`src/rtl/rf_dump_pkg.sv`:
```
// rf_dump_pkg: shared constants, FSM state, FIFO beat layout for the register-file dump streamer
package rf_dump_pkg;
    localparam int REG_MAX = 32;
    localparam int REG_SIZE = 32;
    localparam int IDX_W = 5;
    localparam int FIFO_DEPTH = 2;
    typedef logic [IDX_W:0] cnt_t;
    localparam cnt_t LAST_IDX = cnt_t'(REG_MAX - 1);
    localparam cnt_t END_IDX = cnt_t'(REG_MAX);
    typedef enum logic [1:0] {IDLE, RUN, FLUSH, DONE} state_t;
    typedef struct packed {
        logic [REG_SIZE-1:0] data;
        logic [IDX_W-1:0] index;
        logic last;
    } beat_t;
endpackage

```
`src/rtl/rf_dump_if.sv`:
```
// rf_dump_if: valid/ready dump stream; master = streamer, slave = sink
// out_valid/out_data/out_index/out_last flow master->slave, out_ready flows back
interface rf_dump_if;
    import rf_dump_pkg::*;
    logic out_valid;
    logic out_ready;
    logic [REG_SIZE-1:0] out_data;
    logic [IDX_W-1:0] out_index;
    logic out_last;
    modport master (output out_valid, out_data, out_index, out_last, input out_ready);
    modport slave (input out_valid, out_data, out_index, out_last, output out_ready);
endinterface

```
`src/rtl/rf_dump_fifo.sv`:
```
// rf_dump_fifo: 2-entry synchronous beat FIFO
// ports: clk, rst_n (async low), push/din in, pop in, dout = head, full/empty/count status
module rf_dump_fifo
    import rf_dump_pkg::*;
(
    input  logic       clk,
    input  logic       rst_n,
    input  logic       push,
    input  logic       pop,
    input  beat_t      din,
    output beat_t      dout,
    output logic       full,
    output logic       empty,
    output logic [1:0] count
);
    beat_t [1:0] mem_q, mem_d;
    logic wr_q, wr_d, rd_q, rd_d;
    logic [1:0] count_q, count_d;
    always_comb begin
        mem_d = mem_q;
        if (push) mem_d[wr_q] = din;
        wr_d = wr_q ^ push;
        rd_d = rd_q ^ pop;
        count_d = count_q + 2'(push) - 2'(pop);
    end
    always_ff @(posedge clk or negedge rst_n) begin
        if (!rst_n) begin
            mem_q <= '0;
            wr_q <= 1'b0;
            rd_q <= 1'b0;
            count_q <= 2'd0;
        end else begin
            mem_q <= mem_d;
            wr_q <= wr_d;
            rd_q <= rd_d;
            count_q <= count_d;
        end
    end
    assign dout = mem_q[rd_q];
    assign full = count_q == 2'd2;
    assign empty = count_q == 2'd0;
    assign count = count_q;
    a_no_overflow: assert property (@(posedge clk) disable iff (!rst_n) !(push && full && !pop));
    a_no_underflow: assert property (@(posedge clk) disable iff (!rst_n) !(pop && empty));
endmodule

```
`src/rtl/rf_dump_streamer.sv`:
```
// rf_dump_streamer: on start, reads registers 0..REG_MAX-1 over a debug port and streams them out
// ports: clk, rst_n (async low), start in, busy/done status, rf_rd_en/rf_rd_addr/rf_rd_data debug read port,
//        out = rf_dump_if master stream (data, index, last per beat)
module rf_dump_streamer
    import rf_dump_pkg::*;
(
    input  logic                clk,
    input  logic                rst_n,
    input  logic                start,
    output logic                busy,
    output logic                done,
    output logic                rf_rd_en,
    output logic [IDX_W-1:0]    rf_rd_addr,
    input  logic [REG_SIZE-1:0] rf_rd_data,
    rf_dump_if.master           out
);
    state_t state_q, state_d;
    cnt_t issue_q, issue_d;
    logic [IDX_W-1:0] addr_q, addr_d;
    logic pop, full, empty;
    logic [1:0] count;
    beat_t head, beat_in;
    assign pop = !empty && out.out_ready;
    // a read may issue into a full FIFO only when the head leaves on the same edge
    assign rf_rd_en = state_q == RUN && issue_q < END_IDX && (!full || pop);
    rf_dump_fifo u_fifo (
        .clk(clk),
        .rst_n(rst_n),
        .push(rf_rd_en),
        .pop(pop),
        .din(beat_in),
        .dout(head),
        .full(full),
        .empty(empty),
        .count(count)
    );
    always_ff @(posedge clk or negedge rst_n) begin
        if (!rst_n) begin
            state_q <= IDLE;
            issue_q <= '0;
            addr_q <= '0;
        end else begin
            state_q <= state_d;
            issue_q <= issue_d;
            addr_q <= addr_d;
        end
    end
    // FLUSH is entered on the edge that pushes the last read, so the last pop always happens in FLUSH
    always_comb begin
        state_d = state_q;
        case (state_q)
            IDLE: state_d = start ? RUN : IDLE;
            RUN: state_d = (rf_rd_en && issue_q == LAST_IDX) ? FLUSH : RUN;
            FLUSH: state_d = (pop && head.last) ? DONE : FLUSH;
            DONE: state_d = IDLE;
            default: state_d = IDLE;
        endcase
    end
    always_comb begin
        issue_d = (state_q == IDLE && start) ? '0 : issue_q + cnt_t'(rf_rd_en);
        addr_d = rf_rd_en ? issue_q[IDX_W-1:0] : addr_q;
        beat_in = '{data: rf_rd_data, index: issue_q[IDX_W-1:0], last: issue_q == LAST_IDX};
        busy = state_q == RUN || state_q == FLUSH;
        done = state_q == DONE;
        rf_rd_addr = addr_d;
    end
    assign out.out_valid = !empty;
    assign out.out_data = head.data;
    assign out.out_index = head.index;
    assign out.out_last = head.last;
    a_fifo_bound: assert property (@(posedge clk) disable iff (!rst_n) count <= 2'(FIFO_DEPTH));
endmodule

```
`src/flat_wrapper.sv`:
```
// flat-port wrapper written by rule: the top's interface ports become plain ports
module rf_dump_streamer_flat import rf_dump_pkg::*;
  (clk, rst_n, start, busy, done, rf_rd_en, rf_rd_addr, rf_rd_data, out_out_valid, out_out_data, out_out_index, out_out_last, out_out_ready);
  rf_dump_if out_i ();
  input  logic clk;
  input  logic rst_n;
  input  logic start;
  output logic busy;
  output logic done;
  output logic rf_rd_en;
  output logic [IDX_W-1:0] rf_rd_addr;
  input  logic [REG_SIZE-1:0] rf_rd_data;
  output wire logic [$bits(out_i.out_valid)-1:0] out_out_valid;
  output wire logic [$bits(out_i.out_data)-1:0] out_out_data;
  output wire logic [$bits(out_i.out_index)-1:0] out_out_index;
  output wire logic [$bits(out_i.out_last)-1:0] out_out_last;
  input wire logic [$bits(out_i.out_ready)-1:0] out_out_ready;
  assign out_out_valid = out_i.out_valid;
  assign out_out_data = out_i.out_data;
  assign out_out_index = out_i.out_index;
  assign out_out_last = out_i.out_last;
  assign out_i.out_ready = out_out_ready;
  rf_dump_streamer u_core (.clk(clk), .rst_n(rst_n), .start(start), .busy(busy), .done(done), .rf_rd_en(rf_rd_en), .rf_rd_addr(rf_rd_addr), .rf_rd_data(rf_rd_data), .out(out_i));
endmodule
```
`config.mk`:
```
export PLATFORM = sky130hd
export DESIGN_NAME = rf_dump_streamer_flat
export DESIGN_NICKNAME = d
export VERILOG_FILES = /design/src/rtl/rf_dump_pkg.sv /design/src/rtl/rf_dump_if.sv /design/src/rtl/rf_dump_fifo.sv /design/src/rtl/rf_dump_streamer.sv /design/src/flat_wrapper.sv
export SDC_FILE = /design/constraint.sdc
export NUM_CORES = 1
export LEC_CHECK = 0
export ABC_CLOCK_PERIOD_IN_PS = 6200
export BUFFER_PORTS_ARGS = -buffer_cell sky130_fd_sc_hd__buf_2
export CAP_MARGIN = 20
export CORE_ASPECT_RATIO = 0.75
export CORE_MARGIN = 1.5
export CORE_UTILIZATION = 59
export DETAILED_ROUTE_END_ITERATION = 6
export GPL_TIMING_DRIVEN = 0
export HOLD_SLACK_MARGIN = 0.08
export PLACE_DENSITY_LB_ADDON = 0.3
export SLEW_MARGIN = 0
export SYNTH_ARGS = -nofsm -noshare
export SYNTH_HDL_FRONTEND = slang
export SYNTH_SLANG_ARGS = --single-unit
```
`constraint.sdc`:
```
create_clock -name clk -period 6.2 [get_ports clk]
set_input_delay 0.93 -clock clk [delete_from_list [all_inputs] [get_ports clk]]
set_output_delay 0.93 -clock clk [all_outputs]
set_load 0.01 [all_outputs]
```
; Word level (Yosys, flattened, before mapping)
; Cells that the tools add are included.
; Widths: inputs -> output; s select.
[word_totals]
register_bits = 93
latch_bits = 0
ramBits = 0
rom_bits = 0
inputBits = 36
output_inout_bits = 47
elab_cells = 50
memories = 0
[classes]
addsub = 3
n_mul = 0
div_mod_pow = 0
order_cmp = 4
n_eq_ne = 5
n_shift = 0
mux = 11
bitwise_logic = 2
n_reduce_logical = 13
[ops]
columns = cell, count
row1 = $mux 38, 3
row2 = $bwmux 76, 1
row3 = $demux 38 s1, 1
row4 = $pmux 2 s4, 1
row5 = $logic_and 1x1->1, 7
row6 = $add 6x1->6, 1
row7 = $eq 2x2->1 const B, 3
row8 = $eq 6x5->1 const B, 1
row9 = $lt 6x6->1 const B, 1
row10 = $mux 6, 1
row11 = $mux 5, 1
row12 = $logic_not 2->1, 2
row13 = $lt 1x2->1 const B, 2
row14 = $add 2x1->2, 1
row15 = $eq 2x1->1 const B, 1
row16 = $logic_not 1->1, 2
row17 = $logic_or 1x1->1, 2
row18 = $mux 1, 2
row19 = $mux 2, 1
row20 = $sub 2x1->2, 1
row21 = $xor 1x1->1, 2
row22 = $ge 1x1->1 const B, 1

; Longest topological paths before layout
[logic_depth]
word_depth = 8
mapped_depth = 10

; Hierarchy
; Synthesis repeated with hierarchy kept, for this count alone.
[unflattened]
hier_cells = 272
area_unflattened_um2 = 4374.2
[by_module_without_submodules]
columns = module, instances, cells_each, area_per_inst_um2, seq_area_each_um2
row1 = rf_dump_fifo, 1, 218, 3699.8, 2001.9
row2 = rf_dump_streamer, 1, 54, 674.4, 325.3

; Least setup slack after synthesis
; OpenSTA, ideal clock, no wires.
[synth_path]
path_kind = input port to output port
from = input out_out_ready
to = output rf_rd_addr[1]
arrival_time_ns = 1.744
required_time_ns = 5.270
path_slack_ns = 3.526
path_stages = 3
cell_sequence = nor3b_4 nor2_2 mux2_2
[synth_between]
elab_chain_len = 4
[synth_rtl]
columns = item, line_no
row1 = from (decl), flat_wrapper.sv:17  ; input wire logic [$bits(out_i.out_ready)-1:0] out_out_ready;
row2 = $logic_and 1x1->1, rf_dump_streamer.sv:23  ; assign pop = !empty && out.out_ready;
row3 = $logic_or 1x1->1, rf_dump_streamer.sv:25  ; assign rf_rd_en = state_q == RUN && issue_q < END_IDX && (!full || pop);
row4 = $logic_and 1x1->1, rf_dump_streamer.sv:25
row5 = net rf_rd_en, flat_wrapper.sv:10  ; output logic rf_rd_en;
row6 = $mux 5, rf_dump_streamer.sv:61  ; addr_d = rf_rd_en ? issue_q[IDX_W-1:0] : addr_q;
row7 = to (decl), flat_wrapper.sv:11  ; output logic [IDX_W-1:0] rf_rd_addr;
; The timed path passes the listed nets, and every way through them passes these cells.

==> run summary <==
syn nets - 314
DR iter-0 viols - 71
slew at the pin with the worst max-slew slack - 0.638 ns
final setup fails - 0
port buffer count - 82
Register-to-Register Path Depth - 8
RSZ-0062 raised after global routing - no
routed len/inst - 16.6 um
Fill cells - 475
Congestion Overflow GR - 0
FFs w/ async S/R, synth - 100%
internal power - 1800 uW
FF+latch count, synth - 93
clock latency on the worst-skew pair - 0.36 ns
TritonCTS buffer count - 9
Residual DRC - 0
CP Data Required Time - 5.27 ns
setup_tns - 0 ns
most frequently used flop master after synthesis - dfrtp_1
Die Width - 100 um
sequential fraction of the synthesis area - 55.9%
Post-CTS Resized - 0
CTS H-Tree Depth - 3
count leader, synth - mux2_2
Core ar. - 6830 um^2
largest net degree at the start of global routing - 69
Hold Fails Final Rpt - 0
Synth cell types - 27
total routed wirelength - 7520 um
Switch Pwr - 896 uW
clock skew - 0.0133 ns
CP Launch Type - flip-flop
# IOs - 83
vias per inst - 5.42
maxcap violations - 0
total track usage - 21.2%
worst path arrival time - 2.11 ns
largest area contributor in the netlist - dfrtp_1
VDD IR max - 251 uV
Yosys warning total - 0
vias in the first global route - 2,494
layout cells sized above 1 - 62.6%
CTS Hold Bufs - 0
Max Clk Rate - 0.329 GHz
RePlAce Congestion - 0.696
non-filler cells, final - 453
Setup Buffers After CTS - 0
Clock Path Buffers - 2
sequential share of power - 37.7%
Slew Limit Fails - 0
Rows - 26
Die ar. - 7570 um^2
Syn Inst Count - 270
Crit. End Element - primary output
Combinational Power Share - 46.9%
initial antenna violation count - 0
drt first pass iters - 4
Post-Syn Area - 4160 um^2
HPWL after DPL - 5330 um
Slew headroom - 57.5%
Setup CP Type - flip-flop to primary output
Avg Inst Size Synth - 15.4 um^2
final hold slack - 0.468 ns
Reg2Reg Setup Slack - 3.67 ns
power density cells - 549 nW/um^2
largest cells by area after synthesis - dfrtp_1 (56%), mux2_2 (27%), mux2_4 (7.2%)
clock sink count - 93
first-pass GRT wire length - 12,100 um
Inst Count DP - 437
CTS tree - yes
status - completed
height of the die - 75.7 um
final core occ - 71.9%
Antenna Violating Nets Remaining - 0
final period demand of the worst path - 3.04 ns
Period Utilization, post-route - 49.1%
ANT cells - 0
Starting Density - 60.9%
Clk pwr share - 15.3%
CTS Root Cell - clkbuf_8
vias - 2,457
Hold WC Path Type - input port to async pin
Reg clk slew, reported paths - 0.09 ns
nets@finish - 408
switching share of power - 33.2%
number of enable flip-flop cells after synthesis - 0
Layout area overhead - 18.1%
Crit Path Max Fanout - 11
Leak - 0.00236 uW
Synth top cells by count - mux2_2 (98), dfrtp_1 (93), mux2_4 (20), ha_1 (8)
top cell type's share of synthesized area - 55.9%
==> layout make-up <==
class	count	area (um^2)	share of cell area, %
Sequential cell	93	2330	47.4
Multi-Input combinational cell	158	1730	35.3
Tap cell	84	105	2.14
Inverter	7	26.3	0.535
Buffer	12	76.3	1.55
Clock buffer	10	138	2.80
Clock inverter	6	68.8	1.40
Timing Repair Buffer	83	440	8.96
==> per-layer routing <==
layer	GRT usage, %	part of all wire (%)	vias to the layer above
li1	-	-	1146
met3	5.41	4.4	8
met1	27.1	47	1252
met4	7.04	0.72	0
met2	36.1	48	51
met5	0	0	-
==> state kept, by name, indices dropped and copies added (netlist names), named ones only <==
| signal | cells |
|---|---|
| u_core.u_fifo.count | 2 |
| u_core.u_fifo.mem_q | 76 |
| u_core.addr_q | 5 |
| u_core.u_fifo.wr_q | 1 |
| u_core.issue_q | 6 |
| u_core.state_q | 1 |
| u_core.u_fifo.rd_q | 1 |
==> worst paths after layout <==
kind	from	to
setup reg to reg	flip-flop	u_core.u_fifo.mem_q[32]$_DFFE_PN0P_
setup / recovery	flip-flop	rf_rd_addr[4]
hold / removal	rst_n	u_core.u_fifo.mem_q[66]$_DFFE_PN0P_
hold reg to reg	u_core.addr_q[0]$_DFF_PN0_	u_core.addr_q[0]$_DFF_PN0_
min in group clk	u_core.addr_q[0]$_DFF_PN0_	u_core.addr_q[0]$_DFF_PN0_
max in group asynchronous	rst_n	u_core.u_fifo.rd_q$_DFF_PN0_
==> layout by cell type (no fill, tap or decap), types with 2 or more instances in the layout <==
master     n
a21oi_1    4
and2_1     4
buf_2     88
buf_6      3
clkbuf_1   2
clkbuf_8  10
dfrtp_1   93
ha_1       8
inv_1      7
inv_6      2
mux2_2    98
mux2_4    20
nand3_1    3
xnor2_1    5
xor2_1     2
==> power by group through the flow <==
stage,registers (uW),logic [uW],clock network (uW)
3_3_place_gp,1010,1250,0
6_report,1020,1260,414
4_1_cts,1020,1290,427
3_5_place_dp,1030,1280,0
5_1_grt,1050,1380,446
2_1_floorplan,982,946,0
==> stage by stage <==
| stage | total power [uW] | setup WS, ns | instance area, um^2 |
|---|---|---|---|
| floorplan | 1930 | 3.53 | 4160 |
| global placement | 2250 | 3.19 | 4680 |
| detailed placement | 2310 | 3.21 | 4710 |
| CTS | 2730 | 3.12 | 4910 |
| global route | 2880 | 3.04 | 4910 |
| finish | 2700 | 3.16 | 4910 |
==> worst max-delay path, stage by stage (launching register included) <==
cell and delay (ns):
dfrtp_1 0.41, inv_1 0.10, ha_1 0.17, nand2b_1 0.12, nor2_2 0.42, mux2_2 0.40
buf_2 0.15
==> cell families after synthesis <==
kind of cell,Yosys count,share of synthesized area [%]
multiplexers,118,33.7
flip-flops,93,55.9
buffers and inverters,19,2.46
AND/OR/NAND/NOR,17,2.86
AO/OA/AOI/OAI,8,1.17
adder cells (fa/ha/maj),8,2.40
XOR/XNOR,7,1.47
Power figures use the tool's default switching activity.
